===== src/rtl/key_event_pkg.sv =====
// key_event_pkg: state encoding and width helper shared by the key event block.
// Latency: n/a (types and functions only).
// Backpressure: n/a.
package key_event_pkg;

    // Per-key hold state: waiting for a press, held short, held past the long threshold
    typedef enum logic [1:0] {
        IDLE = 2'd0,
        HELD = 2'd1,
        LONG = 2'd2
    } key_state_t;

    // Bits needed to hold values 0..max_val, never less than one bit
    function automatic int cnt_width(input int max_val);
        return (max_val < 1) ? 1 : $clog2(max_val + 1);
    endfunction

endpackage


===== src/rtl/key_event_fsm.sv =====
// key_event_fsm: one key's 2-flop synchroniser, press/hold FSM, hold and repeat counters.
// Latency: level change before edge N -> pulse registered at edge N+2 (visible after it).
// Backpressure: none; outputs are single-cycle pulses. Repeat logic only with KEY_EVENT_REPEAT_EN.
module key_event_fsm
    import key_event_pkg::*;
#(
    parameter bit ACTIVE_LOW   = 1'b1,
    parameter int LONG_TICKS   = 1000
`ifdef KEY_EVENT_REPEAT_EN
    ,
    parameter int REPEAT_TICKS = 200
`endif
) (
    input  logic Sys_CLK,
    input  logic Sys_RST_N,
    input  logic tick,
    input  logic key_level,
    output logic key_state,
    output logic press_pulse,
    output logic release_pulse,
    output logic long_pulse,
    output logic repeat_pulse
);

    localparam logic RELEASED_LVL = ACTIVE_LOW;
    localparam int   HOLD_W       = cnt_width(LONG_TICKS);
    // Compare against LONG_TICKS-1 on the tick so the transition lands in the cycle the count becomes LONG_TICKS
    localparam logic [HOLD_W-1:0] HOLD_LAST = HOLD_W'(LONG_TICKS - 1);
    localparam logic [HOLD_W-1:0] HOLD_MAX  = HOLD_W'(LONG_TICKS);

    logic [1:0]        sync_q;
    logic              pressed;
    key_state_t        state;
    logic [HOLD_W-1:0] hold_cnt;

`ifdef KEY_EVENT_REPEAT_EN
    localparam int REP_W = cnt_width(REPEAT_TICKS);
    localparam logic [REP_W-1:0] REP_LAST = REP_W'(REPEAT_TICKS - 1);
    logic [REP_W-1:0] rep_cnt;
`else
    assign repeat_pulse = 1'b0;
`endif

    // Two-stage resynchroniser; resets to the released level so no phantom press after reset
    always_ff @(posedge Sys_CLK or negedge Sys_RST_N) begin
        if (!Sys_RST_N) begin
            sync_q <= {2{RELEASED_LVL}};
        end else begin
            sync_q <= {sync_q[0], key_level};
        end
    end

    assign pressed   = ACTIVE_LOW ? ~sync_q[1] : sync_q[1];
    assign key_state = pressed;

    // Hold FSM with registered pulses; release always takes priority over a tick
    always_ff @(posedge Sys_CLK or negedge Sys_RST_N) begin
        if (!Sys_RST_N) begin
            state         <= IDLE;
            hold_cnt      <= '0;
            press_pulse   <= 1'b0;
            release_pulse <= 1'b0;
            long_pulse    <= 1'b0;
`ifdef KEY_EVENT_REPEAT_EN
            rep_cnt       <= '0;
            repeat_pulse  <= 1'b0;
`endif
        end else begin
            press_pulse   <= 1'b0;
            release_pulse <= 1'b0;
            long_pulse    <= 1'b0;
`ifdef KEY_EVENT_REPEAT_EN
            repeat_pulse  <= 1'b0;
`endif
            case (state)
                IDLE: begin
                    if (pressed) begin
                        state       <= HELD;
                        press_pulse <= 1'b1;
                        hold_cnt    <= '0;
                    end
                end
                HELD: begin
                    if (!pressed) begin
                        state         <= IDLE;
                        release_pulse <= 1'b1;
                    end else if (tick) begin
                        if (hold_cnt == HOLD_LAST) begin
                            state      <= LONG;
                            hold_cnt   <= HOLD_MAX;
                            long_pulse <= 1'b1;
`ifdef KEY_EVENT_REPEAT_EN
                            rep_cnt    <= '0;
`endif
                        end else begin
                            hold_cnt <= hold_cnt + HOLD_W'(1);
                        end
                    end
                end
                LONG: begin
                    // Hold counter stays saturated at LONG_TICKS while here
                    if (!pressed) begin
                        state         <= IDLE;
                        release_pulse <= 1'b1;
`ifdef KEY_EVENT_REPEAT_EN
                        rep_cnt       <= '0;
`endif
                    end
`ifdef KEY_EVENT_REPEAT_EN
                    else if (tick) begin
                        if (rep_cnt == REP_LAST) begin
                            rep_cnt      <= '0;
                            repeat_pulse <= 1'b1;
                        end else begin
                            rep_cnt <= rep_cnt + REP_W'(1);
                        end
                    end
`endif
                end
                default: begin
                    state <= IDLE;
                end
            endcase
        end
    end

endmodule


===== src/rtl/key_event.sv =====
// key_event: turns debounced key levels into press/release/long/repeat pulses on Sys_CLK.
// Latency: 3 Sys_CLK edges from a stable level change to the press/release pulse.
// Backpressure: none; pulses are fire-and-forget. Auto-repeat built only with KEY_EVENT_REPEAT_EN.
module key_event
    import key_event_pkg::*;
#(
    parameter int NUM_KEYS     = 2,
    parameter bit ACTIVE_LOW   = 1'b1,
    parameter int TICK_DIV     = 50000,
    parameter int LONG_TICKS   = 1000,
    parameter int REPEAT_TICKS = 200
) (
    input  logic                Sys_CLK,
    input  logic                Sys_RST_N,
    input  logic [NUM_KEYS-1:0] Key_Level,
    output logic [NUM_KEYS-1:0] Key_State,
    output logic [NUM_KEYS-1:0] Press_Pulse,
    output logic [NUM_KEYS-1:0] Release_Pulse,
    output logic [NUM_KEYS-1:0] Long_Pulse,
    output logic [NUM_KEYS-1:0] Repeat_Pulse
);

    localparam int TICK_W = cnt_width(TICK_DIV - 1);
    localparam logic [TICK_W-1:0] TICK_LAST = TICK_W'(TICK_DIV - 1);

    if (TICK_DIV < 2 || LONG_TICKS < 1 || REPEAT_TICKS < 1) begin : g_param_check
        $error("key_event: TICK_DIV must be >= 2, LONG_TICKS and REPEAT_TICKS >= 1");
    end

    logic [TICK_W-1:0] tick_cnt;
    logic              tick;

    assign tick = (tick_cnt == TICK_LAST);

    // Free-running hold-time prescaler shared by all keys
    always_ff @(posedge Sys_CLK or negedge Sys_RST_N) begin
        if (!Sys_RST_N) begin
            tick_cnt <= '0;
        end else if (tick) begin
            tick_cnt <= '0;
        end else begin
            tick_cnt <= tick_cnt + TICK_W'(1);
        end
    end

    for (genvar i = 0; i < NUM_KEYS; i++) begin : g_key
        key_event_fsm #(
            .ACTIVE_LOW   (ACTIVE_LOW),
            .LONG_TICKS   (LONG_TICKS)
`ifdef KEY_EVENT_REPEAT_EN
            ,
            .REPEAT_TICKS (REPEAT_TICKS)
`endif
        ) u_fsm (
            .Sys_CLK       (Sys_CLK),
            .Sys_RST_N     (Sys_RST_N),
            .tick          (tick),
            .key_level     (Key_Level[i]),
            .key_state     (Key_State[i]),
            .press_pulse   (Press_Pulse[i]),
            .release_pulse (Release_Pulse[i]),
            .long_pulse    (Long_Pulse[i]),
            .repeat_pulse  (Repeat_Pulse[i])
        );
    end

endmodule


===== config.mk =====
export PLATFORM = sky130hd
export DESIGN_NAME = key_event
export DESIGN_NICKNAME = d
export VERILOG_FILES = /design/src/rtl/key_event_pkg.sv /design/src/rtl/key_event_fsm.sv /design/src/rtl/key_event.sv
export SDC_FILE = /design/constraint.sdc
export NUM_CORES = 1
export LEC_CHECK = 0
export ABC_AREA = 1
export CAP_MARGIN = 5
export CORE_ASPECT_RATIO = 0.8
export CORE_MARGIN = 5
export CORE_UTILIZATION = 54
export DETAILED_ROUTE_END_ITERATION = 7
export PLACE_DENSITY_LB_ADDON = 0.15
export SLEW_MARGIN = 20
export SYNTH_ARGS = -nofsm -noshare
export SYNTH_HDL_FRONTEND = slang
export SYNTH_SLANG_ARGS = --single-unit

===== constraint.sdc =====
create_clock -name Sys_CLK -period 1.6 [get_ports Sys_CLK]
set_input_delay 0.48 -clock Sys_CLK [delete_from_list [all_inputs] [get_ports Sys_CLK]]
set_output_delay 0.48 -clock Sys_CLK [all_outputs]
set_load 0.01 [all_outputs]

# After elaboration in Yosys (flattened, before gate mapping)
# Index checks and enable logic that the tools add are counted.
[word_totals] regBits=50 inputBits=4 wordCells=86
[classes] addsub=3 n_eq_ne=19 mux=39 n_bitwise=2 n_reduce_logical=10
[ops] cell="10-bit two-way mux" count=8
[ops] cell="10-bit one-hot mux with 2 select lines" count=2
[ops] cell="10-bit by 1-bit adder with 10-bit output, second input constant" count=2
[ops] cell="10-bit equality test, second input constant" count=2
[ops] cell="2-bit two-way mux" count=10
[ops] cell="16-bit by 1-bit adder with 16-bit output, second input constant" count=1
[ops] cell="16-bit equality test, second input constant" count=1
[ops] cell="1-bit two-way mux" count=16
[ops] cell="16-bit two-way mux" count=1
[ops] cell="4-bit AND reduction" count=4
[ops] cell="2-bit one-hot mux with 3 select lines" count=2
[ops] cell="2-bit != test, second input constant" count=5
[ops] cell="3-bit by 1-bit != test with 1-bit output, second input constant" count=3
[ops] cell="2-bit by 1-bit != test with 1-bit output, second input constant" count=3
[ops] cell="2-bit by 1-bit equality test with 1-bit output, second input constant" count=2
[ops] cell="2-bit equality test, second input constant" count=2
[ops] cell="2-bit zero test" count=2
[ops] cell="2-bit nonzero test" count=2
[ops] cell="2-bit OR reduction" count=2
[ops] cell="3-bit by 2-bit != test with 1-bit output, second input constant" count=1
[ops] cell="1-bit inverter" count=2

# Logic depth before layout (Yosys ltp)
# Gate-level depths: netlist of run 1.
[depth] ltp_word=5 depth_mapped=10 depth_no_buf=10

# Modules after synthesis
# From an unflattened synthesis of run 1, not the netlist that was laid out.
[hier_totals] hier_cells=345 area_unflattened_um2=2726.4
[modules_own_cells] mod="key_event_fsm" n_inst=2 cells_per_inst=112 area_per_inst_um2=924.6
[modules_own_cells] mod="key_event" n_inst=1 cells_per_inst=121 area_per_inst_um2=877.1

# Worst setup path after synthesis of run 1
# Ideal clock, no wire load.
[synth_path] kind="flip-flop to flip-flop" start="reg g_key[0].u_fsm.state[1]" end="reg g_key[0].u_fsm.hold_cnt[3]" setup_ps=118 arrival_time_ps=1362 required_ps=1482 path_slack_ps=121 stages_incl_launch_ff=10 synth_period_minus_slack_ps=1479 path_cell_list="dfrtp_1 > inv_1 > ha_1 > buf_2 > inv_1 > a21oi_1 > nand2_4 > buf_6 > nand2_1 > o21ai_2"
[synth_between] elab_chain_len=3 word_cells_on_any_way=8
[synth_lines] item="start: declaration" line_no="key_event_fsm.sv:33" rtl="key_state_t state;"
[synth_lines] item="start signal: assignment" line_no="key_event_fsm.sv:59" rtl="state <= IDLE;"
[synth_lines] item="start signal: assignment" line_no="key_event_fsm.sv:78" rtl="state <= HELD;"
[synth_lines] item="start signal: assignment" line_no="key_event_fsm.sv:85" rtl="state <= IDLE;"
[synth_lines] item="2-bit by 1-bit equality test with 1-bit output / 2-bit zero test (equally long branches)" line_no="key_event_fsm.sv:75" rtl="case (state)"
[synth_lines] item="2-bit by 1-bit != test with 1-bit output (no line), or another cell as far along"
[synth_lines] item="4-bit AND reduction (no line)"
[synth_lines] item="end signal: assignment" line_no="key_event_fsm.sv:96" rtl="hold_cnt <= hold_cnt + HOLD_W'(1);"
[synth_lines] item="end: declaration" line_no="key_event_fsm.sv:34" rtl="logic [HOLD_W-1:0] hold_cnt;"
# Parallel ways exist; a longest one is shown, timed or not.
# A chain may end at the register's enable or synchronous reset.

# Worst setup path in the final report of run 1
[layout_path] start="reg g_key[1].u_fsm.sync_q[1]" end="out Key_State[1]"
[layout_between] elab_chain_len=1
[layout_lines] item="start: declaration" line_no="key_event_fsm.sv:31" rtl="logic [1:0] sync_q;"
[layout_lines] item="start signal: assignment" line_no="key_event_fsm.sv:47" rtl="sync_q <= {2{RELEASED_LVL}};"
[layout_lines] item="start signal: assignment" line_no="key_event_fsm.sv:49" rtl="sync_q <= {sync_q[0], key_level};"
[layout_lines] item="1-bit inverter" line_no="key_event_fsm.sv:53" rtl="assign pressed = ACTIVE_LOW ? ~sync_q[1] : sync_q[1];"
[layout_lines] item="end: declaration" line_no="key_event.sv:16" rtl="output logic [NUM_KEYS-1:0] Key_State,"
# Every way passes these cells.

==> flow_metrics.tcl, run 1 <==
set metrics [dict create \
    cp-end-kind "output pin" \
    drt-pass1-iter-count 4 \
    worstPathRequired_ns 1.12 \
    cts_tree "yes" \
    design_area_sq_um 3100 \
    slew_violations 0 \
    num_vias 2085 \
    r2r-start "tick_cnt[0]" \
    hp-class "primary input to asynchronous set/reset pin" \
    post-route-min-period_ns 1.50 \
    period_share 0.939 \
    fillers 466 \
    clock_latency_ns 0.30 \
    place_congestion 0.854 \
    setup_viol 0 \
    drv_cap 0 \
    cts_hold_buffers 0 \
    arrival_ns 1.02 \
    fin_util 0.619 \
    reg2reg_to "g_key[1].u_fsm.hold_cnt[8]" \
    ant_nets 0 \
    slowest_stage "dfstp_2" \
    status "complete, no violations" \
    overflow 0 \
    rsz0062_at_grt "false" \
    p_per_area_nw_per_um2 1050 \
    core_sq_um 5010 \
    cts.clk_slew.worst_paths_ns 0.09 \
    post_dp_cell_area_sq_um 2970 \
    synth_cells 347 \
    skew_ns 0.0100 \
    slowest_delay_ns 0.54 \
    rows 23 \
    io_buffers 11 \
    ys_ff_latch 50 \
    cp_num_buf_inv 2 \
    layout_commonest_cell "nand2_1" \
    grt_pass1_wl_um 9230 \
    grt_pass1_vias 2032 \
    finalHoldViolations 0 \
    worst_setup_path_start_kind "flop" \
    crit_fanout 2 \
    yosysUniqueCellTypes 34 \
    finalWirelength_um 5210 \
    setup.worst_path.class "flop to output pin" \
    track_usage 0.169 \
    die_area_sq_um 6710 \
    final_layout_size_suffix_gt1_frac 0.153 \
    cts_buffer_depth 2 \
    post-cts-setup-buffers 0 \
    antenna_cells 0 \
    layout_common_cells "nand2_1 (90), dfrtp_1 (46), inv_1 (40)" \
    nets 377 \
    cts_made_buffers 5 \
    cts.sinks 50 \
    first_iter_violations 117 \
    ir_drop_mv 0.794 \
    hold_ws_ns 0.131 \
    avgViaCountPerCell 4.88 \
    die_h_um 74.3 \
    post_drt_wl_per_cell_um 12.2 \
    yosysWarningCount 0 \
    boundaryPins 14 \
    hpwlAfterDp_um 3830 \
    synth.avg_cell_area_sq_um 8.04 \
    htree_num_levels 2 \
    crit_end "Key_State[1]" \
    setup_tns_ns 0 \
    cp-startpoint "g_key[1].u_fsm.sync_q[1]" \
    r2r_setup_slack_ns 0.1 \
    areaGrowthSynthToFinish_pct 11.1 \
    path_delay_family "flip-flops" \
    p_leak_nw 1.60 \
    route.detailed.drc 0 \
    power_w 0.00327 \
    antenna_found_initial 0 \
    cts-root-buf "clkbuf_8" \
    grt_max_degree 51 \
    die_w_um 90.4 \
    reg2regPathDepth 7 \
    start_util 0.557 \
    ys_seq_area_frac 0.450 \
    max_freq_ghz 0.666 \
    cp_cell_sequence "inv_1 > buf_2" \
    worst-path-stages 2 \
    syn_area_sq_um 2790 \
]
-- flip-flops by register name (all words and copies together) (netlist names) --
register / count
g_key.u_fsm.release_pulse: 2
tick_cnt: 16
g_key.u_fsm.long_pulse: 2
g_key.u_fsm.sync_q: 4
g_key.u_fsm.state: 4
g_key.u_fsm.press_pulse: 2
g_key.u_fsm.hold_cnt: 20
-- report_power, final --
part | internal, W | switching [W]
registers | 0.00139 | 0.0000764
clock network | 0.000461 | 0.000416
logic | 0.000342 | 0.000583
-- stage by stage --
stage / cells / worst slack, ns
3_3_place_gp: 419 / 0.0632
2_1_floorplan: 348 / 0.121
4_1_cts: 427 / 0.000650
5_1_grt: 427 / 0.00659
6_report: 427 / 0.0979
3_5_place_dp: 419 / -0.00843
-- synth_stat cells, drive strengths merged --
master / instances / area (sq um)
and3b: 1 / 8.76
a21o: 1 / 7.51
inv: 42 / 158
o21ai: 14 / 88.8
o211a: 1 / 10.0
xnor2: 3 / 26.3
a21oi: 6 / 30.0
nand3: 21 / 105
or2: 2 / 12.5
o21bai: 4 / 30.0
and3: 1 / 6.26
dfrtp: 46 / 1150
a21boi: 1 / 7.51
nand2: 99 / 409
dfstp: 4 / 105
o21a: 1 / 7.51
nand4: 8 / 50.1
a31oi: 1 / 6.26
buf: 13 / 103
nor2: 47 / 194
ha: 9 / 113
xor2: 14 / 123
conb: 1 / 3.75
nor3: 7 / 35.0
-- worst min-delay path by stage --
stage	from	to	slack, ns
2_1_floorplan	Sys_RST_N	g_key[0].u_fsm.hold_cnt[0]	0.18
3_3_place_gp	g_key[0].u_fsm.sync_q[0]	g_key[0].u_fsm.sync_q[1]	0.35
3_5_place_dp	g_key[0].u_fsm.sync_q[0]	g_key[0].u_fsm.sync_q[1]	0.35
4_1_cts	Sys_RST_N	g_key[0].u_fsm.release_pulse	0.15
5_1_grt	Sys_RST_N	g_key[0].u_fsm.release_pulse	0.16
6_report	Sys_RST_N	g_key[0].u_fsm.release_pulse	0.13
-- worst register-to-register path, cell delays in order (launching register included) --
cell and delay (ns):
dfrtp_1 0.38, ha_2 0.22, nand3_2 0.13, inv_1 0.12
nand4_1 0.27, nor2_2 0.19, nand2_1 0.07, nand2_1 0.05
-- logic make-up (layout without fill, tap and decap cells) --
group	count (synthesis)	count (layout)	synth area share
other	1	2	0.00134
AND/OR/NAND/NOR	186	186	0.294
AO/OA/AOI/OAI	29	29	0.0673
adder cells (fa/ha/maj)	9	9	0.0404
buffers and inverters	55	72	0.0933
XOR/XNOR	17	17	0.0534
flip-flops	50	50	0.450
-- area by class of cell --
cell class	count	area [sq um]	area share
multi-input combinational	243	1320	0.425
sequential	50	1260	0.405
timing repair buffer	22	183	0.0589
inverter	42	158	0.0509
tap	62	77.6	0.0250
clock buffer	5	68.8	0.0222
clock inverter	3	40.0	0.0129
-- routing by layer --
| layer | routed length [um] | share of wire | up-vias | track usage |
|---|---|---|---|---|
| met5 | 0 | 0 | - | 0 |
| met4 | 20 | 0.0038 | 0 | 0.0430 |
| met3 | 139 | 0.027 | 4 | 0.0364 |
| met2 | 2310 | 0.44 | 22 | 0.269 |
| met1 | 2750 | 0.53 | 952 | 0.238 |
| li1 | - | - | 1107 | - |
-- repair_timing --
item,in CTS,in global routing
setup endpoints to repair,14,25
resized for setup,13,12
endpoints found under the hold margin,0,0
pin swaps,0,1
cloned,0,0
Note: power is estimated with default switching activity, not from simulation.
==> inputs of run 2 (changes only) <==
SLEW_MARGIN = 25   (was 20)
==> results of run 2 <==
Final layout, timing and power as in run 1 (identical DEF).
